**src/rtl/counter_sched.sv**
```systemverilog
// counter_sched: two-requester scheduler that drives an external up-counter.
// A granted job loads the requester's start value into the counter, enables
// counting until the counter reaches the requester's limit, then pulses done.
// Build option: define CNT_SCHED_RR_EN for round-robin arbitration between the
// two requesters; with it undefined, requester 0 has fixed priority.
module counter_sched #(
  parameter int WIDTH = 5
) (
  input  logic             clk,
  input  logic             rst_,
  input  logic [1:0]       req,
  input  logic [WIDTH-1:0] start0,
  input  logic [WIDTH-1:0] start1,
  input  logic [WIDTH-1:0] limit0,
  input  logic [WIDTH-1:0] limit1,
  output logic [1:0]       gnt,
  output logic [1:0]       done,
  output logic             busy,
  output logic [WIDTH-1:0] cnt_data,
  output logic             cnt_load,
  output logic             cnt_enable,
  input  logic [WIDTH-1:0] cnt_count
);

  typedef enum logic [1:0] {
    ST_IDLE = 2'd0,
    ST_LOAD = 2'd1,
    ST_RUN  = 2'd2,
    ST_DONE = 2'd3
  } state_t;

  state_t           state_q, state_d;
  logic [1:0]       gnt_q, gnt_d;
  logic [1:0]       done_q, done_d;
  logic             busy_q, busy_d;
  logic             load_q, load_d;
  logic [WIDTH-1:0] start_q, start_d;
  logic [WIDTH-1:0] limit_q, limit_d;
  logic             win_s;
  logic             granted_req_s;
  logic             cnt_enable_s;

  // The granted requester is still holding its request high
  assign granted_req_s = |(req & gnt_q);

`ifdef CNT_SCHED_RR_EN
  logic ptr_q, ptr_d;
  logic release_s;

  // A job releases its grant when it completes (leaving DONE) or is aborted
  assign release_s = (state_q == ST_DONE) ||
                     (((state_q == ST_LOAD) || (state_q == ST_RUN)) && !granted_req_s);

  // Round-robin pointer: after a release, favour the requester not just served
  always_comb begin
    if (release_s) begin
      ptr_d = ~gnt_q[1];
    end else begin
      ptr_d = ptr_q;
    end
  end

  // Pointer register; reset favours requester 0
  always_ff @(posedge clk or negedge rst_) begin
    if (!rst_) begin
      ptr_q <= 1'b0;
    end else begin
      ptr_q <= ptr_d;
    end
  end

  // Arbitration: ties go to the pointer, otherwise the sole requester wins
  always_comb begin
    if (req == 2'b11) begin
      win_s = ptr_q;
    end else begin
      win_s = req[1];
    end
  end
`else
  // Arbitration: requester 0 always beats requester 1
  always_comb begin
    if (req[0]) begin
      win_s = 1'b0;
    end else begin
      win_s = req[1];
    end
  end
`endif

  // Next-state logic: grant, job parameter capture, completion and abort
  always_comb begin
    state_d = state_q;
    gnt_d   = gnt_q;
    start_d = start_q;
    limit_d = limit_q;
    case (state_q)
      ST_IDLE: begin
        if (|req) begin
          state_d = ST_LOAD;
          gnt_d   = win_s ? 2'b10 : 2'b01;
          start_d = win_s ? start1 : start0;
          limit_d = win_s ? limit1 : limit0;
        end else begin
          gnt_d = 2'b00;
        end
      end
      ST_LOAD: begin
        if (!granted_req_s) begin
          state_d = ST_IDLE;
          gnt_d   = 2'b00;
        end else begin
          state_d = ST_RUN;
        end
      end
      ST_RUN: begin
        if (!granted_req_s) begin
          state_d = ST_IDLE;
          gnt_d   = 2'b00;
        end else if (cnt_count == limit_q) begin
          state_d = ST_DONE;
        end else begin
          state_d = ST_RUN;
        end
      end
      ST_DONE: begin
        // Request changes are ignored here; always pass through IDLE
        state_d = ST_IDLE;
        gnt_d   = 2'b00;
      end
      default: begin
        state_d = ST_IDLE;
        gnt_d   = 2'b00;
      end
    endcase
  end

  // Registered-output values derived from the upcoming state
  always_comb begin
    busy_d = (state_d != ST_IDLE);
    load_d = (state_d == ST_LOAD);
    if (state_d == ST_DONE) begin
      done_d = gnt_d;
    end else begin
      done_d = 2'b00;
    end
  end

  // Counter enable follows the live count so the final increment lands on limit
  always_comb begin
    if (state_q == ST_RUN) begin
      cnt_enable_s = (cnt_count != limit_q);
    end else begin
      cnt_enable_s = 1'b0;
    end
  end

  // State and output registers with asynchronous active-low reset
  always_ff @(posedge clk or negedge rst_) begin
    if (!rst_) begin
      state_q <= ST_IDLE;
      gnt_q   <= 2'b00;
      done_q  <= 2'b00;
      busy_q  <= 1'b0;
      load_q  <= 1'b0;
      start_q <= {WIDTH{1'b0}};
      limit_q <= {WIDTH{1'b0}};
    end else begin
      state_q <= state_d;
      gnt_q   <= gnt_d;
      done_q  <= done_d;
      busy_q  <= busy_d;
      load_q  <= load_d;
      start_q <= start_d;
      limit_q <= limit_d;
    end
  end

  assign gnt        = gnt_q;
  assign done       = done_q;
  assign busy       = busy_q;
  assign cnt_load   = load_q;
  assign cnt_data   = start_q;
  assign cnt_enable = cnt_enable_s;

endmodule

```
**config.mk**
```make
export PLATFORM = sky130hd
export DESIGN_NAME = counter_sched
export DESIGN_NICKNAME = d
export VERILOG_FILES = /design/src/rtl/counter_sched.sv
export SDC_FILE = /design/constraint.sdc
export NUM_CORES = 1
export LEC_CHECK = 0
export CAP_MARGIN = 10
export CORE_AREA = 8 8 59 61
export CTS_CLUSTER_SIZE = 40
export DETAILED_ROUTE_END_ITERATION = 6
export DIE_AREA = 0 0 67 69
export GPL_TIMING_DRIVEN = 0
export PLACE_DENSITY = 0.74
export SETUP_SLACK_MARGIN = 0.3
export SLEW_MARGIN = 5
export SYNTH_ARGS = -nofsm -noshare
export SYNTH_HDL_FRONTEND = slang
export SYNTH_SLANG_ARGS = --single-unit
```
**constraint.sdc**
```tcl
create_clock -name clk -period 1.4 [get_ports clk]
set_input_delay 0.42 -clock clk [delete_from_list [all_inputs] [get_ports clk]]
set_output_delay 0.42 -clock clk [all_outputs]
set_load 0.02 [all_outputs]
```
==> impl_metrics.tcl, run 1 <==
set metrics [dict create \
    crit_chain "xor2_1, nor4_2, buf_4, a21boi_2, buf_6" \
    slew_headroom 0.494 \
    vdd_drop_max_mv 1.54 \
    insertion_delay_ns 0.29 \
    hold_class "input port to asynchronous set/reset pin" \
    fin_ws_ns -0.490 \
    period_needed_ns 1.89 \
    report.final.slew_viol_count 0 \
    core_um2 2620 \
    end_kind "output port" \
    synth_warnings 0 \
    drt-initial-drc-count 18 \
    synth.avg_cell_area_um2 12.0 \
    row_count 19 \
    path_class "flip-flop to output port" \
    crit_buf_inv 2 \
    overflow 0 \
    whs_ns 0.299 \
    maxCapViolations 0 \
    cts_buffers 3 \
    cts_sinks 18 \
    power.leakage_nw 0.812 \
    vias_per_cell 5.21 \
    cp.arrival_ns 1.47 \
    antenna_found_initial 0 \
    dr.pass1.iters 4 \
    fillers 215 \
    cpLargestDelayFamily "flip-flops" \
    p_per_area_nw_per_um2 1850 \
    holdBufCountCts 0 \
    clock_path_buffers 2 \
    ys_types 24 \
    critPathLaunchType "flip-flop" \
    gp_congestion 0.779 \
    syn2layout_area_growth_pct 86.6 \
    ctsRootBufferMaster "clkbuf_4" \
    die_x_um 67 \
    die_h_um 69 \
    syn_nets 110 \
    tightest_slew_ns 0.759 \
    critPathMaxStageDelay_ns 0.40 \
    rsz0062_at_grt "true" \
    antenna-diode-count 0 \
    worst_path_max_delay_cell "dfrtp_1" \
    min_period_over_period 1.35 \
    status "complete, but fails checks" \
    groute.usage.overall 0.139 \
    fmax_mhz 529 \
    wl_um 3020 \
    fp.dieArea_um2 4620 \
    violations "negative setup slack" \
    initial_core_util 0.354 \
    hold_viol 0 \
    tns_ns -1.19 \
    finalClockSkew_ns 0.00126 \
    postRouteAntennaNets 0 \
    route.vias.total 891 \
    synth_cells 77 \
    io_buffers 39 \
    required_ns 0.98 \
    cts_tree "yes" \
    clkTransAtPathRegs_ns 0.10 \
    num_io_pins 41 \
    grt_max_degree 19 \
    ys_seq_elements 18 \
    drc 0 \
    routedWlPerCell_um 17.7 \
    layout-drive-gt1-share 0.443 \
    num-nets-final 174 \
    yosysSeqAreaShare 0.487 \
    final-setup-viol-count 7 \
    crit_fanout 2 \
    grt_pass1_wl_um 5070 \
    grt_pass1_vias 1029 \
    htreeDepth 1 \
    hpwl_um 1970 \
    synth_area_um2 925 \
    fin_util 0.660 \
]
==> cell usage after synthesis <==
library cell,number,area share
a21boi_0,1,0.0081
a21oi_1,1,0.0054
a22o_1,20,0.19
a22oi_4,1,0.023
a32o_2,1,0.012
and3_1,2,0.014
buf_4,2,0.016
buf_6,1,0.012
clkbuf_1,2,0.0081
dfrtp_1,18,0.49
ha_1,4,0.054
inv_1,2,0.0081
nand2_1,5,0.020
nand3_1,1,0.0054
nor2_1,2,0.0081
nor2b_1,2,0.014
nor3b_1,1,0.0081
nor4_2,1,0.014
o21ai_2,1,0.0095
o31ai_1,2,0.016
o31ai_2,1,0.014
or2_1,1,0.0068
xnor2_1,1,0.0095
xor2_1,4,0.038
==> flip-flops by register name (all words and copies together), names as in the netlist <==
signal	flops
busy	1
cnt_data	5
limit_q	5
cnt_load	1
state_q	2
gnt	2
done	2
==> layout make-up <==
class                           count  area, um2  area share
Clock buffer                        4       26.3      0.0152
Timing Repair Buffer               58        564       0.327
Multi-Input combinational cell     53        566       0.328
Tap cell                           31       38.8      0.0225
Buffer                              5       65.1      0.0377
Sequential cell                    18        453       0.263
Inverter                            2       12.5     0.00725
==> metrics by stage <==
| step | instances | area (um2) | setup WS [ns] | total power [mW] |
|---|---|---|---|---|
| 2_1_floorplan | 77 | 960 | -0.0439 | 1.62 |
| 3_3_place_gp | 147 | 1390 | -1.05 | 2.09 |
| 3_5_place_dp | 147 | 1390 | -1.08 | 2.13 |
| 4_1_cts | 165 | 1660 | -0.498 | 3.04 |
| 5_1_grt | 171 | 1730 | -0.573 | 3.39 |
| 6_report | 171 | 1730 | -0.490 | 3.19 |
==> path summary, 6_finish.rpt <==
kind | endpoint | depth (start not counted) | from | slack, ns
setup / recovery | cnt_enable | 5 | limit_q[3]$_DFFE_PN0P_ | -0.49
hold / removal | busy$_DFF_PN0_ | 1 | rst_ | 0.30
setup reg to reg | busy$_DFF_PN0_ | 8 | state_q[1]$_DFF_PN0_ | -0.20
hold reg to reg | cnt_data[4]$_DFFE_PN0P_ | 1 | cnt_data[4]$_DFFE_PN0P_ | 0.55
max in group asynchronous | gnt[1]$_DFF_PN0_ | 1 | rst_ | 0.58
min in group clk | limit_q[0]$_DFFE_PN0P_ | 3 | req[0] | 0.54
==> layer usage <==
metal,global-route usage,share of wire
met5,0,0
met4,0.0279,0.0096
met3,0.0662,0.087
met2,0.234,0.53
met1,0.154,0.37
==> cells in the final DEF (no fill, tap or decap), types with 2 or more instances in the layout <==
master	netlist	routed
dfrtp_2	0	2
ha_4	0	2
nor2_1	2	2
xor2_1	4	4
buf_6	1	18
buf_4	2	13
dlygate4sd2_1	0	5
clkbuf_8	0	2
ha_1	4	2
o31ai_4	0	3
o21ai_4	0	2
clkdlybuf4s50_1	0	21
dfrtp_1	18	16
clkbuf_4	0	4
and3_1	2	2
nand2_4	0	3
a22o_1	20	20
==> repair_timing <==
action,in CTS,in global routing
buffers inserted,12,6
pin swaps,20,5
resized for setup,107,5
cloned,2,0
setup endpoints to repair,48,30
==> cell families (layout without fill, tap and decap cells) <==
logic type,after synthesis,after routing,share of synthesized area
buffers and inverters,7,69,0.0447
and+or+nand+nor,15,15,0.0893
adders and majority gates,4,4,0.0541
xor gates and xnor gates,5,5,0.0474
AOI/OAI and AO/OA,28,29,0.277
DFF,18,18,0.487
==> where the power goes <==
| part | switching [mW] | internal [mW] | total (mW) |
|---|---|---|---|
| Sequential | 0.162 | 0.733 | 0.894 |
| Clock | 0.153 | 0.111 | 0.264 |
| Combinational | 0.912 | 1.12 | 2.04 |
Power figures use the tool's default switching activity.
==> inputs of run 2 (changes only) <==
Settings changed: CORE_AREA 8 8 59 61 to 8 8 58 60, DIE_AREA 0 0 67 69 to 0 0 66 68, PLACE_DENSITY 0.74 to 0.73.
Clock period 1.4 ns to 2.4 ns, I/O delays scaled along.
==> run 2 against run 1 <==
The flow now finishes without violations. Setup slack improved by 0.63 ns. Critical path depth unchanged. Final cell count decreased by 11%. Register-to-register slack improved by 1.0 ns. Die area decreased by 2.9%. Wire length decreased by 18%. Utilization decreased by 11 points. Total power decreased by 57%. Highest routed layer unchanged. Non-clock buffer count decreased by 17.
==> impl_metrics.tcl, run 2 (same netlist as run 1, synthesis figures left out) <==
set metrics [dict create \
    status "finished, final reports clean" \
    clock_path_buffers 2 \
    die_h_um 68 \
    drt-initial-drc-count 19 \
    htreeDepth 1 \
    worst_path_max_delay_cell "nor4_2" \
    report.final.slew_viol_count 0 \
    r2r-start "limit_q[3]$_DFFE_PN0P_" \
    reg2regPathDepth 6 \
    cp.arrival_ns 1.53 \
    initial_core_util 0.360 \
    required_ns 1.68 \
    period_needed_ns 2.25 \
    clkTransAtPathRegs_ns 0.09 \
    die_x_um 66 \
    end_kind "output port" \
    fillers 239 \
    power.leakage_nw 0.661 \
    routedWlPerCell_um 16.4 \
    cp-startpoint "cnt_count[0]" \
    wl_um 2490 \
    fin_ws_ns 0.145 \
    grt_pass1_vias 802 \
    grt_util_met3 0.0344 \
    min_period_over_period 0.939 \
    top_usage_layer "met2" \
    vdd_drop_max_mv 0.556 \
    ctsRootBufferMaster "clkbuf_4" \
    row_count 19 \
    p_total_mw 1.36 \
    dr.pass1.iters 4 \
    r2r-end "done[1]$_DFF_PN0_" \
    whs_ns 0.515 \
    syn2layout_area_growth_pct 52.5 \
    drc 0 \
    rsz0062_at_grt "true" \
    layout_common_cells "31 x clkdlybuf4s50_1, 20 x a22o_1, 18 x dfrtp_1" \
    crit_buf_inv 2 \
    holdBufCountCts 0 \
    hpwl_um 1890 \
    gp_congestion 0.778 \
    groute.usage.overall 0.118 \
    grt_max_degree 19 \
    fmax_mhz 444 \
    critPathMaxStageDelay_ns 0.29 \
    cts_tree "yes" \
    overflow 0 \
    final-setup-viol-count 0 \
    critPathLaunchType "input port" \
    slew_headroom 0.476 \
    dp_slack_ns -0.626 \
    antenna_found_initial 0 \
    insertion_delay_ns 0.28 \
    path_class "input port to output port" \
    crit_end "cnt_enable" \
    cts_sinks 18 \
    p_per_area_nw_per_um2 967 \
    cpLargestDelayFamily "simple AND/OR/NAND/NOR gates" \
    vias_per_cell 5.02 \
    io_buffers 39 \
    maxCapViolations 0 \
    postRouteAntennaNets 0 \
    cts_buffers 3 \
    hold_viol 0 \
    tightest_slew_ns 0.784 \
    crit_cells 5 \
    rrSetupSlack_ns 0.84 \
    route.vias.total 763 \
    crit_chain "buf_6, xor2_1, nor4_2, a21boi_1, buf_4" \
    finalClockSkew_ns 0.00621 \
    use_met2 0.195 \
    layout-drive-gt1-share 0.174 \
    num_io_pins 41 \
    crit_fanout 2 \
    hold_class "flip-flop to flip-flop" \
    fp.dieArea_um2 4490 \
    final_common_cell "clkdlybuf4s50_1" \
    core_um2 2570 \
    use_met1 0.142 \
    num-nets-final 156 \
    tns_ns 0 \
    grt_pass1_wl_um 4150 \
    antenna-diode-count 0 \
]
run 2: where the power goes:
group | internal, mW | switching, mW | total (mW) | leakage [nW]
logic | 0.359 | 0.350 | 0.709 | 0.420
registers | 0.425 | 0.0866 | 0.511 | 0.227
clock network | 0.0582 | 0.0851 | 0.143 | 0.0138
run 2: per-stage QoR:
stage	instances	area, um2	util
after floorplan	77	925	-
after global placement	147	1350	0.527
after detailed placement	147	1350	0.527
after CTS	152	1400	0.545
after global routing	152	1410	0.549
final	152	1410	0.549
run 2: area by class of cell:
| type | count | area (um2) | area share |
|---|---|---|---|
| multi-input combinational | 52 | 455 | 0.323 |
| sequential | 18 | 450 | 0.319 |
| timing repair buffer | 41 | 402 | 0.285 |
| tap | 31 | 38.8 | 0.0275 |
| buffer | 5 | 33.8 | 0.0240 |
| clock buffer | 3 | 22.5 | 0.0160 |
| inverter | 2 | 7.51 | 0.00532 |
run 2: how the worst min path moves through the flow:
stage / start / end / slack [ns] / cells past startpoint
5_1_grt: cnt_data[2]$_DFFE_PN0P_ / cnt_data[2]$_DFFE_PN0P_ / 0.53 / 1
6_report: cnt_data[4]$_DFFE_PN0P_ / cnt_data[4]$_DFFE_PN0P_ / 0.51 / 1
4_1_cts: cnt_data[0]$_DFFE_PN0P_ / cnt_data[0]$_DFFE_PN0P_ / 0.52 / 1
2_1_floorplan: rst_ / busy$_DFF_PN0_ / 0.42 / 0
3_3_place_gp: cnt_data[1]$_DFFE_PN0P_ / cnt_data[1]$_DFFE_PN0P_ / 0.49 / 1
3_5_place_dp: cnt_data[0]$_DFFE_PN0P_ / cnt_data[0]$_DFFE_PN0P_ / 0.50 / 1
run 2: timing repair:
| item | 4_1_cts | 5_1_grt |
|---|---|---|
| setup endpoints to repair | 2 | 2 |
| buffers inserted | 2 | 0 |
| cloned | 0 | 0 |
| pin swaps | 5 | 3 |
| gates resized for setup | 24 | 5 |
run 2: worst reg2reg max path, delay by kind of cell, from the launching register on:
family                    cells  cell delay [ns]
AOI/OAI and AO/OA             1             0.19
xor gates and xnor gates      1             0.18
buffers and inverters         2             0.25
DFF                           1             0.42
and+or+nand+nor               2             0.47
run 2: layer usage:
metal	up-vias	part of all wire
met1	351	0.44
met3	2	0.081
met5	-	0
met2	33	0.46
met4	0	0.012
li1	377	-
